**src/rtl/adder_seq_pkg.sv**
```systemverilog
// Shared constants and types for the slice-serial add/subtract sequencer.
// WIDTH must be a multiple of SLICE; STEPS is derived from the two.
package adder_seq_pkg;

  localparam int unsigned WIDTH = 18;
  localparam int unsigned SLICE = 2;
  localparam int unsigned STEPS = WIDTH / SLICE;
  localparam int unsigned IDX_W = $clog2(STEPS);

  localparam logic OP_ADD = 1'b0;
  localparam logic OP_SUB = 1'b1;

  typedef enum logic [1:0] {
    StIdle,
    StRun,
    StDone
  } state_e;

endpackage

```
**src/rtl/adder_seq_ctrl_if.sv**
```systemverilog
// Start/busy/done handshake and operand/result bundle between the control unit
// and the sequencer.
interface adder_seq_ctrl_if;
  import adder_seq_pkg::*;

  logic             start;
  logic             op;
  logic [WIDTH-1:0] a;
  logic [WIDTH-1:0] b;
  logic             busy;
  logic             done;
  logic [WIDTH-1:0] result;
  logic             c_out;
  logic             zero;
  logic             ovf;

  modport master (
    output start, op, a, b,
    input  busy, done, result, c_out, zero, ovf
  );

  modport slave (
    input  start, op, a, b,
    output busy, done, result, c_out, zero, ovf
  );

endinterface

```
**src/rtl/add2_slice.sv**
```systemverilog
// Combinational 2-bit full adder made from two chained 1-bit full adders.
module add2_slice (
  input  logic [1:0] a,
  input  logic [1:0] b,
  input  logic       c_in,
  output logic [1:0] s,
  output logic       c_out
);

  logic c_mid;

  always_comb begin
    s[0]  = a[0] ^ b[0] ^ c_in;
    c_mid = (a[0] & b[0]) | (a[0] & c_in) | (b[0] & c_in);
    s[1]  = a[1] ^ b[1] ^ c_mid;
    c_out = (a[1] & b[1]) | (a[1] & c_mid) | (b[1] & c_mid);
  end

endmodule

```
**src/rtl/adder_seq_ctrl.sv**
```systemverilog
// Slice-serial add/subtract: one add2_slice consumes the operands SLICE bits per
// cycle, LSB first, with the inter-slice carry held in a register.
module adder_seq_ctrl
  import adder_seq_pkg::*;
(
  input  logic              clk,
  input  logic              rst,
  adder_seq_ctrl_if.slave   bus
);

  localparam logic [IDX_W-1:0] LastIdx = IDX_W'(STEPS - 1);

  state_e           state_q, state_d;
  logic [WIDTH-1:0] acc_q, acc_d, acc_fin;
  logic [WIDTH-1:0] a_sh_q, a_sh_d;
  logic [WIDTH-1:0] b_sh_q, b_sh_d;
  logic             carry_q, carry_d;
  logic [IDX_W-1:0] idx_q, idx_d;
  logic             op_q, op_d;
  logic             a_msb_q, a_msb_d;
  logic             b_msb_q, b_msb_d;
  logic [WIDTH-1:0] result_q, result_d;
  logic             c_out_q, c_out_d;
  logic             zero_q, zero_d;
  logic             ovf_q, ovf_d;
  logic             busy_q, busy_d;
  logic             done_q, done_d;

  logic [1:0]       slice_s;
  logic             slice_c;

  add2_slice u_slice (
    .a     (a_sh_q[SLICE-1:0]),
    .b     (b_sh_q[SLICE-1:0]),
    .c_in  (carry_q),
    .s     (slice_s),
    .c_out (slice_c)
  );

  // Accumulator with the current slice merged in; on the last step this is the final sum.
  always_comb begin
    acc_fin = acc_q;
    acc_fin[SLICE*idx_q +: SLICE] = slice_s;
  end

  always_comb begin
    state_d  = state_q;
    acc_d    = acc_q;
    a_sh_d   = a_sh_q;
    b_sh_d   = b_sh_q;
    carry_d  = carry_q;
    idx_d    = idx_q;
    op_d     = op_q;
    a_msb_d  = a_msb_q;
    b_msb_d  = b_msb_q;
    result_d = result_q;
    c_out_d  = c_out_q;
    zero_d   = zero_q;
    ovf_d    = ovf_q;

    unique case (state_q)
      StIdle: begin
        if (bus.start) begin
          a_sh_d  = bus.a;
          b_sh_d  = (bus.op == OP_SUB) ? ~bus.b : bus.b;
          carry_d = bus.op;
          op_d    = bus.op;
          a_msb_d = bus.a[WIDTH-1];
          b_msb_d = bus.b[WIDTH-1];
          idx_d   = '0;
          state_d = StRun;
        end
      end
      StRun: begin
        acc_d   = acc_fin;
        carry_d = slice_c;
        a_sh_d  = a_sh_q >> SLICE;
        b_sh_d  = b_sh_q >> SLICE;
        idx_d   = idx_q + IDX_W'(1);
        if (idx_q == LastIdx) begin
          state_d  = StDone;
          result_d = acc_fin;
          c_out_d  = slice_c;
          zero_d   = (acc_fin == '0);
          // Operand B's MSB as seen by the adder is inverted for subtract.
          ovf_d    = (a_msb_q == (b_msb_q ^ op_q)) && (acc_fin[WIDTH-1] != a_msb_q);
        end
      end
      StDone: begin
        state_d = StIdle;
      end
      default: begin
        state_d = StIdle;
      end
    endcase

    busy_d = (state_d == StRun);
    done_d = (state_d == StDone);
  end

  always_ff @(posedge clk) begin
    if (rst) begin
      state_q  <= StIdle;
      acc_q    <= '0;
      a_sh_q   <= '0;
      b_sh_q   <= '0;
      carry_q  <= 1'b0;
      idx_q    <= '0;
      op_q     <= 1'b0;
      a_msb_q  <= 1'b0;
      b_msb_q  <= 1'b0;
      result_q <= '0;
      c_out_q  <= 1'b0;
      zero_q   <= 1'b0;
      ovf_q    <= 1'b0;
      busy_q   <= 1'b0;
      done_q   <= 1'b0;
    end else begin
      state_q  <= state_d;
      acc_q    <= acc_d;
      a_sh_q   <= a_sh_d;
      b_sh_q   <= b_sh_d;
      carry_q  <= carry_d;
      idx_q    <= idx_d;
      op_q     <= op_d;
      a_msb_q  <= a_msb_d;
      b_msb_q  <= b_msb_d;
      result_q <= result_d;
      c_out_q  <= c_out_d;
      zero_q   <= zero_d;
      ovf_q    <= ovf_d;
      busy_q   <= busy_d;
      done_q   <= done_d;
    end
  end

  assign bus.busy   = busy_q;
  assign bus.done   = done_q;
  assign bus.result = result_q;
  assign bus.c_out  = c_out_q;
  assign bus.zero   = zero_q;
  assign bus.ovf    = ovf_q;

endmodule

```
**src/flat_wrapper.sv**
```systemverilog
// flat-port wrapper written by rule: the top's interface ports become plain ports
module adder_seq_ctrl_flat import adder_seq_pkg::*;
  (clk, rst, bus_start, bus_op, bus_a, bus_b, bus_busy, bus_done, bus_result, bus_c_out, bus_zero, bus_ovf);
  adder_seq_ctrl_if bus_i ();
  input  logic clk;
  input  logic rst;
  input wire logic [$bits(bus_i.start)-1:0] bus_start;
  input wire logic [$bits(bus_i.op)-1:0] bus_op;
  input wire logic [$bits(bus_i.a)-1:0] bus_a;
  input wire logic [$bits(bus_i.b)-1:0] bus_b;
  output wire logic [$bits(bus_i.busy)-1:0] bus_busy;
  output wire logic [$bits(bus_i.done)-1:0] bus_done;
  output wire logic [$bits(bus_i.result)-1:0] bus_result;
  output wire logic [$bits(bus_i.c_out)-1:0] bus_c_out;
  output wire logic [$bits(bus_i.zero)-1:0] bus_zero;
  output wire logic [$bits(bus_i.ovf)-1:0] bus_ovf;
  assign bus_i.start = bus_start;
  assign bus_i.op = bus_op;
  assign bus_i.a = bus_a;
  assign bus_i.b = bus_b;
  assign bus_busy = bus_i.busy;
  assign bus_done = bus_i.done;
  assign bus_result = bus_i.result;
  assign bus_c_out = bus_i.c_out;
  assign bus_zero = bus_i.zero;
  assign bus_ovf = bus_i.ovf;
  adder_seq_ctrl u_core (.clk(clk), .rst(rst), .bus(bus_i));
endmodule
```
**config.mk**
```make
export PLATFORM = sky130hd
export DESIGN_NAME = adder_seq_ctrl_flat
export DESIGN_NICKNAME = d
export VERILOG_FILES = /design/src/rtl/adder_seq_pkg.sv /design/src/rtl/adder_seq_ctrl_if.sv /design/src/rtl/add2_slice.sv /design/src/rtl/adder_seq_ctrl.sv /design/src/flat_wrapper.sv
export SDC_FILE = /design/constraint.sdc
export NUM_CORES = 1
export LEC_CHECK = 0
export CAP_MARGIN = 20
export CORE_MARGIN = 5
export CORE_UTILIZATION = 54
export DETAILED_ROUTE_END_ITERATION = 8
export GPL_TIMING_DRIVEN = 0
export PLACE_DENSITY = 0.82
export SLEW_MARGIN = 10
export SYNTH_ARGS = -nofsm -noshare
export SYNTH_HDL_FRONTEND = slang
export SYNTH_SLANG_ARGS = --single-unit
```
**constraint.sdc**
```tcl
create_clock -name clk -period 3.3 [get_ports clk]
set_input_delay 0.495 -clock clk [delete_from_list [all_inputs] [get_ports clk]]
set_output_delay 0.495 -clock clk [all_outputs]
set_load 0.02 [all_outputs]
```
==> flow_summary.toml, run 1 <==
[global_routing]
grt_antenna_before_repair = 0
track_usage_pct = 21.75
grt_overflow = 0
grt_pass1_vias = 3462
grt_first_pass_wirelength_um = 16900
grt_max_degree = 15

[placed_design]
pre_cts_slack_ps = 382.8
dp_hpwl_um = 7509
dpl_cell_area_um2 = 4840
dpl.cell_count = 624
gp_congestion = 0.9553
portBuffers = 60

[floorplanning]
initial_core_util_pct = 56.14
fp.dieW_um = 97.30
core_um2 = 7331
ios = 63
die-area_um2 = 9466
die_h_um = 97.30
rows = 31

[clock_network]
cts_tree = "yes"
cts-hold-fix-buffers = 0
cts_setup_buffers = 0
cts_buffer_depth = 2
insertion_delay_ps = 360
cts_resized = 0
cts_root_buf = "clkbuf_8"
clk_pin_slew_worst_paths_ps = 90
cts.htree.levels = 3
cts.sinks = 87
numCtsBuffers = 9

[cells_and_area]
utilization_pct = 69.19
nFillCells = 583
layout-drive-gt1-share_pct = 9.427
areaGrowthSynthToFinish_pct = 23.26
postLayoutCellArea_um2 = 5072
fin_cells = 640
antenna_cells = 0
nets = 581

[timing]
report.final.slew_viol_count = 0
setup_violations = 0
setup_tns_ps = 0
holdWs_ps = 473.1
finalCritPeriodShare_pct = 92.03
worst_slew_pin_slew_ps = 634.3
fmax_mhz = 329.3
slew_headroom_pct = 57.53
fin_skew_ps = 8.762
layout_setup_ws_ps = 263.1
rsz0062_at_grt = "false"
hold_viol = 0
min_period_ps = 3037

[detailed_routing]
vias_per_cell = 5.813
ant_nets = 0
wire_per_inst_um = 16.17
vias = 3720
route.detailed.drc = 0
wl_um = 10350
first_pass_iters = 8
drt_iter0_drc = 266

[pwr]
leakagePower_nw = 1.885
pwr_density_cell_nw_per_um2 = 454.0
peakVddDrop_v = 0.0002597
p_total_mw = 2.303

[synth]
synthCells = 465
ys.flop_type = "dfxtp_1"
ys_seq_elements = 87
async_flop_share_pct = 0
avgSynthCellArea_um2 = 8.850
yosysSeqAreaShare_pct = 42.32
synth_warnings = 0
syn-num-nets = 510
synth.distinct_cells = 55
synth_edf_count = 0
syn_area_um2 = 4115

[worst_setup_path]
worstPathArrival_ps = 3320
path_class = "flip-flop to flip-flop"
crit_required_ps = 3580
critPathMaxFanout = 10
endpoint_kind = "flip-flop"
cp-start-kind = "flip-flop"

[outcome]
status = "complete, no violations"

[hold_path]
hold_class = "flip-flop to flip-flop"

[job]
drv_cap = 0
## critical path, cell delays in order (launching register included)
cell and delay, ps:
dfxtp_1 500, buf_2 310, inv_1 70, ha_1 390
nor4b_4 460, o21ai_2 160, mux2i_1 510, o21ai_0 290
o31ai_2 270
## final cells by class
class | count | area (µm²) | area share (%)
Multi-Input combinational cell | 319 | 2117 | 41.74
Inverter | 20 | 75.07 | 1.480
Sequential cell | 87 | 1742 | 34.34
Timing Repair Buffer | 60 | 600.6 | 11.84
Tap cell | 99 | 123.9 | 2.442
Buffer | 39 | 181.4 | 3.577
Clock buffer | 12 | 155.1 | 3.059
Clock inverter | 4 | 77.57 | 1.529
## cells in the final DEF, fill, tap and decap left out, types with 2 or more instances in the layout
master	count
nor2_1	87
dfxtp_1	87
clkdlybuf4s50_1	60
nand2_1	35
clkbuf_1	31
a21oi_1	27
mux2i_1	22
xor2_1	19
inv_1	19
nand3_1	17
a222oi_1	16
a211oi_1	14
o221a_2	14
a311oi_1	11
clkbuf_8	11
o21ai_0	5
a22oi_1	4
buf_2	4
buf_6	4
o22ai_1	3
and2_1	3
ha_1	3
and3_1	2
a221oi_1	2
nor3_1	2
o21ai_1	2
and4bb_1	2
fa_1	2
bufinv_16	2
clkinv_4	2
## power breakdown
part	internal [mW]	total, mW	switching [mW]
Sequential	1.09	1.12	0.0291
Clock	0.471	0.851	0.380
Combinational	0.150	0.329	0.179
## metal layers
layer / GRT usage (%) / routed length, µm / up-vias
met2: 34.61 / 5006 / 137
met4: 6.603 / 162 / 0
met3: 5.743 / 653 / 14
li1: - / - / 1799
met1: 29.02 / 4526 / 1770
met5: 0 / 0 / -
## worst paths after layout
path                                      start               to  slack, ps  depth (start not counted)
worst max register to register  u_core.idx_q[0]  u_core.bus.zero        260                          8
worst max-delay path            u_core.idx_q[0]  u_core.bus.zero        260                          8
worst min-delay path             u_core.b_msb_q   u_core.b_msb_q        470                          2
worst min register to register   u_core.b_msb_q   u_core.b_msb_q        470                          2
## registers in the layout, summed over array words and instances, names as in the netlist, 2 cells and up
register and cells:
u_core.a_sh_q 18, u_core.acc_q 18, u_core.b_sh_q 18, u_core.bus.result 18, u_core.idx_q 4, u_core.state_q 2
## Yosys cell counts (2+ instances only)
library cell | n | share of area, %
dfxtp_1 | 87 | 42
nor2_1 | 87 | 7.9
nand2_1 | 35 | 3.2
clkbuf_1 | 30 | 2.7
a21oi_1 | 27 | 3.3
mux2i_1 | 22 | 5.4
inv_1 | 19 | 1.7
xor2_1 | 19 | 4.0
nand3_1 | 17 | 2.1
a222oi_1 | 16 | 3.9
a211oi_1 | 14 | 2.6
o221a_2 | 14 | 3.8
a311oi_1 | 11 | 2.3
o21ai_0 | 5 | 0.61
a22oi_1 | 4 | 0.73
buf_2 | 4 | 0.49
buf_6 | 4 | 1.1
and2_1 | 3 | 0.46
ha_1 | 3 | 0.91
o22ai_1 | 3 | 0.46
a221oi_1 | 2 | 0.43
and3_1 | 2 | 0.30
and4bb_1 | 2 | 0.61
fa_1 | 2 | 0.97
nor3_1 | 2 | 0.24
o21ai_1 | 2 | 0.24
## logic make-up (layout without fill, tap and decap cells)
family / Yosys count / in the layout / share of synthesized area, %
simple gates: 164 / 164 / 18.70
compound gates: 107 / 107 / 20.80
flops: 87 / 87 / 42.32
buf+inv: 59 / 135 / 6.233
mux: 23 / 23 / 5.625
xor+xnor: 20 / 20 / 4.439
fa+ha+maj: 5 / 5 / 1.885
(Power assumes the default switching activity.)
==> inputs of run 2 (changes only) <==
- ABC_AREA: not set -> 1
==> run 2 against run 1 <==
Against the previous run: sequential share of layout area fell by 0.38 points; clock skew fell by 1.2 ps; combinational power rose by 22%.
==> flow_summary.toml, run 2 <==
[outcome]
status = "complete, no violations"

[synth]
synth_top_family_by_area = "simple AND/OR/NAND/NOR gates"
synthMuxAreaShare_pct = 0
synth.distinct_cells = 32
async_flop_share_pct = 0
yosys.area_share.simple_pct = 30.38
ys.flop_type = "dfxtp_1"
synth_edf_count = 0
ys_seq_elements = 87
synth_top_cell_area_share_pct = 41.54
synth-xor-area-share_pct = 3.969
ys_top_cells_by_area = "dfxtp_1 42%, nand2_1 14%, nor2_1 7.1%"
synth_most_common_cell = "nand2_1"
synth_warnings = 0
syn-num-nets = 642
yosysSeqAreaShare_pct = 41.54
avgSynthCellArea_um2 = 7.023
yosysTopAreaCell = "dfxtp_1"
synthCells = 597
synth_fa_ha_area_share_pct = 1.850
syn_area_um2 = 4193
synthTopCellsByCount = "157 x nand2_1, 87 x dfxtp_1, 79 x nor2_1"
synth_compound_area_share_pct = 13.10

[pwr]
swShare_pct = 29.82
p_sw_mw = 0.6878
clock_power_share_pct = 33.1
peakVddDrop_v = 0.0002561
pwr-share-comb_pct = 17.4
p_total_mw = 2.306
leakagePower_nw = 2.312
internal-power_mw = 1.619
pwr_density_cell_nw_per_um2 = 449.7
p_seq_share_pct = 49.5

[placed_design]
gp_congestion = 0.9638
dp_hpwl_um = 8133
pre_cts_slack_ps = 768.7
portBuffers = 61
dpl.cell_count = 760
dpl_cell_area_um2 = 4931

[timing]
setup_violations = 0
slew_headroom_pct = 61.45
worst_slew_pin_slew_ps = 578.2
layout_setup_ws_ps = 735.1
hold_viol = 0
report.final.slew_viol_count = 0
min_period_ps = 2565
setup_tns_ps = 0
finalCritPeriodShare_pct = 77.72
fin_skew_ps = 7.518
fmax_mhz = 389.9
rsz0062_at_grt = "false"

[clock_network]
cts.htree.levels = 3
cts.sinks = 87
cts_tree = "yes"
cts_buffer_depth = 2
cts_root_buf = "clkbuf_8"
cts_setup_buffers = 0
cts_resized = 0
numCtsBuffers = 9
cts-hold-fix-buffers = 0
insertion_delay_ps = 360
clk_pin_slew_worst_paths_ps = 90

[cells_and_area]
antenna_cells = 0
final_common_cell = "nand2_1"
nFillCells = 672
layout-drive-gt1-share_pct = 6.825
postLayoutCellArea_um2 = 5129
multi_input_area_um2 = 2067
nets = 714
areaGrowthSynthToFinish_pct = 22.32
final_cell_mix = "157 x nand2_1, 87 x dfxtp_1, 79 x nor2_1"
fin_cells = 776
ff_latch_area_um2 = 1742

[floorplanning]
die_h_um = 98.12
ios = 63
die-area_um2 = 9627
rows = 32
core_um2 = 7647
fp.dieW_um = 98.12
initial_core_util_pct = 54.83

[detailed_routing]
vias_per_cell = 5.320
vias = 4128
wire_per_inst_um = 13.87
drt_iter0_drc = 230
wl_um = 10760
ant_nets = 0
first_pass_iters = 5
route.detailed.drc = 0

[global_routing]
grt_antenna_before_repair = 0
track_usage_pct = 22.88
grt_first_pass_wirelength_um = 18230
grt_max_degree = 16
grt_overflow = 0
grt_pass1_vias = 3912

[worst_setup_path]
worstPathArrival_ps = 2860
cp-start-kind = "flip-flop"
cp_common_cell = "nand2_1"
critPathMaxFanout = 10
endpoint_kind = "flip-flop"
slowest_delay_ps = 470
cp_slowest_cell = "ha_1"
path_class = "flip-flop to flip-flop"
crit_required_ps = 3590
crit_chain = "buf_4 > inv_2 > ha_1 > inv_1 > nand2_1 > nor3_1 > nand3_1 > nand2_1 > nand2_1 > nor2_1 > nand2_1 > nor2_1 > nand3_1 > a21oi_2"

[hold_path]
hold_class = "flip-flop to flip-flop"

[job]
drv_cap = 0
run 2: cell count changes after synthesis, sizes merged, moves of 7 or more:
cell / previous run / this run
inv: 19 / 64
xor2: 19 / 12
o221a: 14 / 0
a311oi: 11 / 1
nand3: 17 / 36
a21oi: 27 / 15
nand2: 35 / 165
a222oi: 16 / 0
o21ai: 8 / 39
a31oi: 0 / 25
mux2i: 22 / 0
a211oi: 14 / 0
run 2: area by class of cell:
type,instances,share of cell area [%]
multi-input cells,413,40.30
plain buffers,32,2.732
clock inverters,6,1.366
repair buffers,61,11.91
inverters,65,4.757
well taps,102,2.488
clock buffers,10,2.488
flip-flops and latches,87,33.96
run 2: logic make-up after synthesis:
| logic type | after synthesis |
|---|---|
| AO/OA/AOI/OAI | 94 |
| buffers and inverters | 97 |
| adder cells (fa/ha/maj) | 5 |
| flip-flops | 87 |
| XOR/XNOR | 19 |
| AND/OR/NAND/NOR | 295 |
run 2: stage by stage:
step / hold WS [ps] / utilization, %
3_5_place_dp: 458.2 / 64.48
6_report: 471.5 / 67.06
4_1_cts: 472.0 / 67.06
5_1_grt: 494.3 / 67.06
3_3_place_gp: 453.3 / 64.48
2_1_floorplan: 440.1 / -
run 2: path summary, 6_finish.rpt:
path	startpoint	endpoint	slack [ps]	cells past startpoint
setup / recovery	u_core.idx_q[0]	u_core.bus.zero	740	14
hold / removal	u_core.a_msb_q	u_core.a_msb_q	470	2
setup reg to reg	u_core.idx_q[0]	u_core.bus.zero	740	14
hold reg to reg	u_core.a_msb_q	u_core.a_msb_q	470	2
run 2: power by group through the flow:
stage	registers (mW)	logic, mW	clock network (mW)
4_1_cts	1.14	0.400	0.763
6_report	1.14	0.402	0.764
2_1_floorplan	1.16	0.271	0
3_5_place_dp	1.16	0.398	0
3_3_place_gp	1.16	0.387	0
5_1_grt	1.15	0.449	0.821
run 2: critical path, delay by kind of cell (launching register included):
family | cells | cell delay (ps)
and+or+nand+nor | 9 | 1010
buffers and inverters | 3 | 550
adders and majority gates | 1 | 470
DFF | 1 | 350
AOI/OAI and AO/OA | 1 | 130
run 2: metal layers:
layer	GRT usage, %	up-vias	wire length [µm]
met2	41.20	126	5410
met4	7.668	0	233
met5	0	-	0
met1	27.08	1928	4542
li1	-	2051	-
met3	4.500	23	576
==> inputs of run 3 (changes only) <==
- CORE_UTILIZATION: 54 -> 49
- PLACE_DENSITY: 0.82 -> 0.78
- clock period: 3.3 -> 2.2 ns (I/O delays scaled with it)
==> run 3 against run 2 <==
Against the previous run: the flow now finishes with violations (negative setup slack); largest cell class unchanged; clock power increased by 66%; critical path type unchanged; die area increased by 9.1%; utilization decreased by 2.3 points; maximum frequency increased by 16%; critical endpoint unchanged; flip-flop and latch count unchanged; register-to-register slack got worse by 750 ps.
==> flow_summary.toml, run 3 (synthesis results as in run 2) <==
[timing]
setup_violations = 1
slew_headroom_pct = 63.37
rsz0062_at_grt = "true"
report.final.slew_viol_count = 0
layout_setup_ws_ps = -11.42
finalCritPeriodShare_pct = 100.5
fin_skew_ps = 8.044
min_period_ps = 2211
hold_viol = 0
worst_slew_pin_slew_ps = 549.4
fmax_mhz = 452.2
holdWs_ps = 471.3

[clock_network]
cts.htree.levels = 3
cts_tree = "yes"
cts_buffer_depth = 2
numCtsBuffers = 9
insertion_delay_ps = 360
cts_root_buf = "clkbuf_8"
cts.sinks = 87
clk_pin_slew_worst_paths_ps = 90

[worst_setup_path]
crit_required_ps = 2430
timing.rr.end = "u_core.bus.zero"
worstPathArrival_ps = 2440
path_class = "flip-flop to flip-flop"
cp-start-kind = "flip-flop"
endpoint_kind = "flip-flop"
critPathMaxFanout = 3
worstReg2RegStart = "u_core.carry_q"
r2r_cells = 11
reg2reg_setup_slack_ps = -10

[pwr]
pwr_density_cell_nw_per_um2 = 684.7
peakVddDrop_v = 0.0003158
p_total_mw = 3.662
leakagePower_nw = 2.388

[detailed_routing]
vias = 4167
route.detailed.drc = 0
drt_iter0_drc = 236
first_pass_iters = 4
ant_nets = 0
wire_per_inst_um = 14.17
vias_per_cell = 5.288
wl_um = 11170

[job]
drv_cap = 0

[outcome]
status = "finished with violations"
violations = "negative setup slack"

[global_routing]
grt_pass1_vias = 3997
grt_antenna_before_repair = 0
track_usage_pct = 21.70
grt_max_degree = 17
grt_overflow = 0
grt_first_pass_wirelength_um = 18080

[hold_path]
hold_class = "flip-flop to flip-flop"
min_path_cells = 2
min_to = "u_core.bus.zero"
min_from = "u_core.bus.zero"

[placed_design]
gp_congestion = 0.8825
portBuffers = 61
dp_hpwl_um = 7968

[cells_and_area]
ff_latch_area_um2 = 1750
final_common_cell = "nand2_1"
layout-drive-gt1-share_pct = 12.74
final_cell_mix = "149 x nand2_1, 82 x dfxtp_1, 75 x nor2_1"
multi_input_area_um2 = 2166
nets = 723
nFillCells = 738
antenna_cells = 0
areaGrowthSynthToFinish_pct = 27.57

[floorplanning]
initial_core_util_pct = 50.77
fp.dieW_um = 102.5
die_h_um = 102.5
die-area_um2 = 10510
core_um2 = 8258
ios = 63
rows = 33
-- run 3: through the flow --
| step | cells | utilization (%) | worst slack [ps] | setup TNS [ps] | instance area [µm²] |
|---|---|---|---|---|---|
| after floorplan | 597 | - | 68.06 | 0 | 4193 |
| after global placement | 763 | 59.76 | -277.6 | -1167 | 4935 |
| after detailed placement | 763 | 59.76 | -351.5 | -1993 | 4935 |
| after CTS | 781 | 63.26 | 2.645 | 0 | 5224 |
| after global routing | 788 | 64.77 | -106.9 | -106.9 | 5349 |
| final | 788 | 64.77 | -11.42 | -11.42 | 5349 |
-- run 3: cell type report --
type                       instances  area share [%]
timing repair buffer              70           12.63
sequential                        87           32.73
clock buffer                       9           2.316
clock inverter                     7           1.918
tap                              105           2.456
multi-input combinational        413           40.49
inverter                          65           4.702
buffer                            32           2.760
-- run 3: routing by layer --
metal  vias up  wire (µm)  GRT usage, %  share of wire (%)
met5         -          0             0                  0
met4         0        334         9.183                3.0
met3        31        549         4.736                4.9
met2       141       5674         37.79                 51
met1      1926       4609         25.75                 41
li1       2069          -             -                  -
-- run 3: worst max-delay path: stages (launching register included) --
cell     delay [ps]
dfxtp_2         340
fa_2            380
fa_2            590
nand3_2         100
inv_2            90
nand3_1         100
nand2_2         120
nor2_2           50
nand2_1          80
nor2_1           50
nand3_1         110
a21oi_2          60
-- run 3: how the worst max path moves through the flow --
stage                      endpoint  slack (ps)  cells after the start       startpoint
floorplan           u_core.bus.zero          70                     14  u_core.idx_q[0]
global placement    u_core.bus.zero        -280                     14  u_core.idx_q[0]
detailed placement  u_core.bus.zero        -350                     14  u_core.idx_q[0]
CTS                 u_core.bus.zero           3                     11   u_core.carry_q
global route        u_core.bus.zero        -110                     16  u_core.idx_q[0]
finish              u_core.bus.zero         -10                     11   u_core.carry_q
-- run 3: report_power, final --
| part | switching, mW | total (mW) | internal, mW |
|---|---|---|---|
| sequential | 0.0521 | 1.71 | 1.66 |
| clock | 0.616 | 1.27 | 0.656 |
| combinational | 0.404 | 0.676 | 0.272 |
| total | 1.07 | 3.66 | 2.59 |
-- run 3: timing repair --
item,CTS,global route
setup buffers,2,6
cloned,0,1
pin swaps,5,14
hold endpoints to repair,0,0
setup endpoints to repair,22,17
hold buffers,0,0
resized for setup,16,27
